[config.mk]
export PLATFORM = sky130hd
export DESIGN_NAME = oai211_cell_bist_ctrl
export DESIGN_NICKNAME = d
export VERILOG_FILES = /design/src/rtl/oai211_bist_pkg.sv /design/src/rtl/bist_settle_timer.sv /design/src/rtl/oai211_cell_bist_ctrl.sv
export SDC_FILE = /design/constraint.sdc
export NUM_CORES = 1
export LEC_CHECK = 0
export CAP_MARGIN = 5
export CORE_MARGIN = 5
export CORE_UTILIZATION = 45
export CTS_BUF_LIST = sky130_fd_sc_hd__clkbuf_16
export DETAILED_ROUTE_END_ITERATION = 16
export GPL_TIMING_DRIVEN = 0
export PLACE_DENSITY_LB_ADDON = 0.3
export SYNTH_ARGS = -nofsm -noshare
export SYNTH_HDL_FRONTEND = slang
export SYNTH_SLANG_ARGS = --single-unit
[constraint.sdc]
create_clock -name CLK -period 2.04 [get_ports CLK]
set_input_delay 0.408 -clock CLK [delete_from_list [all_inputs] [get_ports CLK]]
set_output_delay 0.408 -clock CLK [all_outputs]
set_load 0.03 [all_outputs]
[src/rtl/oai211_bist_pkg.sv]
// rtl/oai211_bist_pkg.sv - shared types and constants for the oai211 cell BIST controller
package oai211_bist_pkg;

    localparam int VEC_W = 4;
    localparam int CNT_W = 5;

    // ZN = !((A1|A2)&B&C): low only for vectors 13, 14, 15
    localparam logic [15:0] OAI211_TT = 16'h1FFF;

    typedef enum logic [2:0] {
        IDLE,
        APPLY,
        SETTLE,
        SAMPLE,
        FINISH
    } bist_state_e;

endpackage

[src/rtl/bist_settle_timer.sv]
// rtl/bist_settle_timer.sv - 4-bit load/decrement settle counter with expire flag
module bist_settle_timer (
    input  logic       clk,
    input  logic       rst_n,
    input  logic       load,
    input  logic [3:0] load_val,
    input  logic       dec,
    output logic       expire
);

    logic [3:0] cnt_q;
    logic [3:0] cnt_d;

    always_comb begin
        cnt_d = cnt_q;
        if (load) begin
            cnt_d = load_val;
        end else if (dec && (cnt_q != 4'd0)) begin
            cnt_d = cnt_q - 4'd1;
        end
    end

    always_ff @(posedge clk or negedge rst_n) begin
        if (!rst_n) begin
            cnt_q <= 4'd0;
        end else begin
            cnt_q <= cnt_d;
        end
    end

    // Expiring at 1 makes the dwell equal to the loaded value
    assign expire = (cnt_q == 4'd1);

endmodule

[src/rtl/oai211_cell_bist_ctrl.sv]
// rtl/oai211_cell_bist_ctrl.sv - exhaustive 16-vector BIST sequencer for a 4-input cell
module oai211_cell_bist_ctrl
    import oai211_bist_pkg::*;
#(
    parameter int unsigned SETTLE_CYCLES = 2,
    parameter logic [15:0] EXP_TT        = OAI211_TT
) (
    input  logic             CLK,
    input  logic             RN,
    input  logic             START,
    input  logic             ABORT,
    input  logic             ZN_OBS,
    output logic             A1,
    output logic             A2,
    output logic             B,
    output logic             C,
    output logic             BUSY,
    output logic             DONE,
    output logic             PASS,
    output logic [CNT_W-1:0] ERR_CNT,
    output logic             FAIL_VLD,
    output logic [VEC_W-1:0] FAIL_VEC
);

    localparam logic [3:0] SETTLE_LD = 4'(SETTLE_CYCLES);

    bist_state_e      state_q, state_d;
    logic [VEC_W-1:0] vec_q, vec_d;
    logic [VEC_W-1:0] stim_q, stim_d;
    logic             busy_q, busy_d;
    logic             done_q, done_d;
    logic             pass_q, pass_d;
    logic [CNT_W-1:0] err_cnt_q, err_cnt_d;
    logic             fail_vld_q, fail_vld_d;
    logic [VEC_W-1:0] fail_vec_q, fail_vec_d;
    logic             settle_expire;
    logic             run_abort;
    logic             mismatch;

    assign run_abort = ABORT && (state_q != IDLE);
    assign mismatch  = (ZN_OBS != EXP_TT[vec_q]);

    bist_settle_timer u_settle_timer (
        .clk      (CLK),
        .rst_n    (RN),
        .load     (state_q == APPLY),
        .load_val (SETTLE_LD),
        .dec      (state_q == SETTLE),
        .expire   (settle_expire)
    );

    always_ff @(posedge CLK or negedge RN) begin
        if (!RN) begin
            state_q    <= IDLE;
            vec_q      <= '0;
            stim_q     <= '0;
            busy_q     <= 1'b0;
            done_q     <= 1'b0;
            pass_q     <= 1'b0;
            err_cnt_q  <= '0;
            fail_vld_q <= 1'b0;
            fail_vec_q <= '0;
        end else begin
            state_q    <= state_d;
            vec_q      <= vec_d;
            stim_q     <= stim_d;
            busy_q     <= busy_d;
            done_q     <= done_d;
            pass_q     <= pass_d;
            err_cnt_q  <= err_cnt_d;
            fail_vld_q <= fail_vld_d;
            fail_vec_q <= fail_vec_d;
        end
    end

    always_comb begin
        state_d = state_q;
        case (state_q)
            IDLE:    if (START && !ABORT) state_d = APPLY;
            APPLY:   state_d = SETTLE;
            SETTLE:  if (settle_expire) state_d = SAMPLE;
            SAMPLE:  state_d = (vec_q == 4'hF) ? FINISH : APPLY;
            FINISH:  state_d = IDLE;
            default: state_d = IDLE;
        endcase
        if (run_abort) state_d = IDLE;
    end

    always_comb begin
        vec_d      = vec_q;
        stim_d     = stim_q;
        busy_d     = busy_q;
        done_d     = done_q;
        pass_d     = pass_q;
        err_cnt_d  = err_cnt_q;
        fail_vld_d = fail_vld_q;
        fail_vec_d = fail_vec_q;
        case (state_q)
            IDLE: begin
                if (START && !ABORT) begin
                    vec_d      = '0;
                    err_cnt_d  = '0;
                    fail_vld_d = 1'b0;
                    fail_vec_d = '0;
                    done_d     = 1'b0;
                    pass_d     = 1'b0;
                    busy_d     = 1'b1;
                end
            end
            APPLY: stim_d = vec_q;
            SAMPLE: begin
                if (mismatch) begin
                    err_cnt_d = err_cnt_q + 5'd1;
                    if (!fail_vld_q) begin
                        fail_vec_d = vec_q;
                        fail_vld_d = 1'b1;
                    end
                end
                if (vec_q != 4'hF) vec_d = vec_q + 4'd1;
            end
            FINISH: begin
                busy_d = 1'b0;
                done_d = 1'b1;
                pass_d = (err_cnt_q == '0);
                stim_d = '0;
            end
            default: ;
        endcase
        // An abandoned run never reports completion
        if (run_abort) begin
            busy_d = 1'b0;
            stim_d = '0;
            done_d = done_q;
            pass_d = pass_q;
        end
    end

    assign {C, B, A2, A1} = stim_q;
    assign BUSY     = busy_q;
    assign DONE     = done_q;
    assign PASS     = pass_q;
    assign ERR_CNT  = err_cnt_q;
    assign FAIL_VLD = fail_vld_q;
    assign FAIL_VEC = fail_vec_q;

endmodule

==> results by group <==
Clock network
  – # clock sinks: 28
  – Post-CTS Hold Fix Bufs: 0
  – PostCTS Resize Cnt: 0
  – CTS tree: built
  – H-tree Lvls: 1
  – Total CTS buffers: 3
  – Bufs on Longest Clock Path: 2
  – Clk Latency, worst-skew pair: 0.26 ns
  – Setup bufs post-CTS: 0
  – Clock root buffer: clkbuf_16
  – Clock transition at path regs: 0.07 ns

Timing
  – Final setup fails: 0
  – Setup ws final: 0.2041 ns
  – Fin crit period: 1.836 ns
  – Setup TNS: 0 ns
  – Clk_skew: 0.006721 ns
  – Slew HR: 0.5839
  – Fmax: 544.7 MHz
  – Fin. Hold Viols: 0
  – Final slew viol count: 0
  – Final Cycle Share: 0.8999
  – RSZ-0062 raised after global routing: false
  – Worst Max-Slew Pin Slew: 0.6242 ns

Final layout
  – Number of fill cells in the layout: 298
  – Area grow syn2layout: 24.58%
  – Ant. Diodes: 0
  – Most common cell after layout, fill and taps aside: dfrtp_1
  – Final Core Density: 0.5676
  – Final Instance Area: 1864 um^2
  – Share of layout cells above drive strength 1: 0.09302
  – Multi-input logic area: 691.9 um^2
  – Most frequent cells in the layout: 28 x dfrtp_1, 20 x clkdlybuf4s50_1, 13 x inv_1
  – Sequential cell area: 700.7 um^2
  – NumNets Final: 185

Power
  – Logic pwr share: 0.213
  – PwrDens: 851.6 nW/um^2
  – Cell Int Power: 1.155 mW
  – Sw Share: 0.2725
  – Sequential power share: 0.424
  – VDD IR-drop max: 0.5566 mV
  – Pleak: 0.8618 nW
  – Clock network power share: 0.363
  – Switching power: 432.6 uW

Yosys
  – Syn_nets: 159
  – Mapped Cells: 147
  – XOR/XNOR Fraction of Synth Area: 0.03512
  – Post-Synth Simple-Gate Area: 0.1839
  – Seq/Total Area, Yosys: 0.4682
  – Multiplexer share of the synthesized area: 0.04181
  – Area share of fa/ha/maj cells after synthesis: 0.05853
  – Syn Area/Cell: 10.18 um^2
  – Synth Area in Compound Gates: 0.1430
  – Seq cells post-synth: 28
  – Ys Warns: 0
  – Post-synth cell types: 35
  – Main combinational cell family by area after synthesis: simple AND/OR/NAND/NOR gates
  – Syn Std Cell Area: 1496 um^2

Setup path
  – Critical Path Start Type: register
  – Worst-case reg-to-reg path depth: 6
  – Register-to-Register Setup Slack: 0.20 ns
  – CP Data Required Time: 2.18 ns
  – Worst setup path start: vec_q[0]
  – WP data arrival: 1.98 ns
  – WS Path Type: reg2reg
  – Crit. End Element: register
  – CP max FO: 5
  – Reg2reg start: vec_q[0]
  – Crit path to: ERR_CNT[4]
  – Reg2reg end: ERR_CNT[4]

Placed design
  – Final GP Congestion: 0.8550
  – Input/output buffers: 21
  – Detailed Place HPWL: 2185 um
  – Post-Place Cell Area: 1764 um^2
  – Setup slack at placement: 0.01982 ns

Job
  – Max Cap Viol: 0

Worst hold path
  – Min-delay worst type: in2async

Global routing
  – Largest net degree at the start of global routing: 29
  – Overall routing resource usage: 0.1513
  – Vias in the first global route: 1174
  – Initial antenna violation count: 0
  – Grt ovf: 0
  – First-pass GRT wire length: 5319 um

Drt
  – Vias: 1161
  – Met3 WL: 93 um
  – Drt wl/cell: 13.80 um
  – Post-DR vias/cell: 5.326
  – WL met1: 1362 um
  – Drt pass-1 iters: 4
  – Initial DRC count: 33
  – Top Layer Used: met4
  – Routed Antenna Nets: 0
  – Drt drc: 0
  – Met2 wire len: 1520 um
  – DRT Wirelength: 3009 um

Floorplan
  – Die span in y: 67.67 um
  – Die area: 4579 um^2
  – Initial Util: 0.4556
  – Die W: 67.67 um
  – Core area: 3284 um^2
  – Top Ports: 22
  – Row count: 21

Status
  – Outcome: complete, no violations
critical path, stage by stage, from the launching register on:
cell and delay, ns:
dfrtp_1 0.41, inv_1 0.08, ha_1 0.20, nand3b_1 0.17, xor2_1 0.29, a21oi_1 0.20, a221o_1 0.37
metal layers:
layer,global-route usage,vias up
met3,0.02163,4
met5,0,-
li1,-,560
met1,0.1765,575
met2,0.2746,22
met4,0.06076,0
logic make-up (layout without fill, tap and decap cells):
| logic type | after synthesis | count (layout) |
|---|---|---|
| xor+xnor | 6 | 6 |
| mux | 6 | 6 |
| compound gates | 30 | 30 |
| fa+ha+maj | 7 | 7 |
| simple gates | 51 | 51 |
| buf+inv | 19 | 44 |
| flops | 28 | 28 |
power groups by stage:
stage	Clock, mW	Combinational (mW)	Sequential, mW
3_5_place_dp	0	0.342	0.684
6_report	0.576	0.338	0.673
5_1_grt	0.609	0.382	0.682
2_1_floorplan	0	0.208	0.704
4_1_cts	0.589	0.345	0.672
3_3_place_gp	0	0.331	0.679
synthesized netlist by cell type:
cell,n,area (um^2)
nor2_1,9,33.78
xor2_1,3,26.28
nor3_1,4,20.02
nand2b_1,1,6.260
nor2b_1,2,12.51
o21a_1,1,7.510
nor4b_1,1,8.760
and2_4,1,8.760
nand2_1,10,37.54
nor3b_1,1,7.510
buf_2,2,10.01
nor2_2,1,6.260
o21ai_0,5,25.02
dfrtp_1,28,700.7
ha_1,7,87.58
a221o_1,4,40.04
or3b_1,1,8.760
mux2i_1,4,40.04
and2_1,1,6.260
mux2_2,2,22.52
a32o_1,1,10.01
and3b_1,1,8.760
and3_1,4,25.02
nor3b_2,1,12.51
o211ai_1,1,7.510
a22o_1,6,52.55
nand3b_1,3,22.52
inv_1,13,48.80
buf_6,4,45.04
xnor2_1,3,26.28
a21o_1,2,15.01
a21oi_1,8,40.04
o41ai_1,1,8.760
o31ai_1,1,7.510
nand3_1,10,50.05
worst min path at each step:
stage                     startpoint          end  slack, ns  depth (start not counted)
after floorplan                   RN         BUSY       0.11                          0
after global placement          PASS         PASS       0.48                          1
after detailed placement        PASS         PASS       0.49                          1
after CTS                       PASS         PASS       0.50                          1
after global routing              RN  FAIL_VEC[0]       0.21                          1
final                             RN  FAIL_VEC[0]       0.16                          1
cell type report:
class / instances / area share
clock buffer: 3 / 0.04027
sequential: 28 / 0.3758
tap: 46 / 0.03087
inverter: 13 / 0.02617
timing repair buffer: 21 / 0.1101
clock inverter: 1 / 0.01611
multi-input combinational: 100 / 0.3711
buffer: 6 / 0.02953
sequential cells by signal, indices dropped and copies added, names as in the netlist:
register,count
vec_q,4
ERR_CNT,5
DONE,1
BUSY,1
state_q,3
stim_q,4
FAIL_VEC,4
u_settle_timer.cnt_q,4
PASS,1
FAIL_VLD,1
metrics by stage:
stage | power (mW) | instances | hold WS [ns]
floorplan | 0.9122 | 147 | 0.1124
CTS | 1.606 | 218 | 0.5033
global placement | 1.010 | 214 | 0.4818
detailed placement | 1.026 | 214 | 0.4883
global route | 1.673 | 218 | 0.2112
finish | 1.588 | 218 | 0.1578
Note: power is estimated with default switching activity, not from simulation.
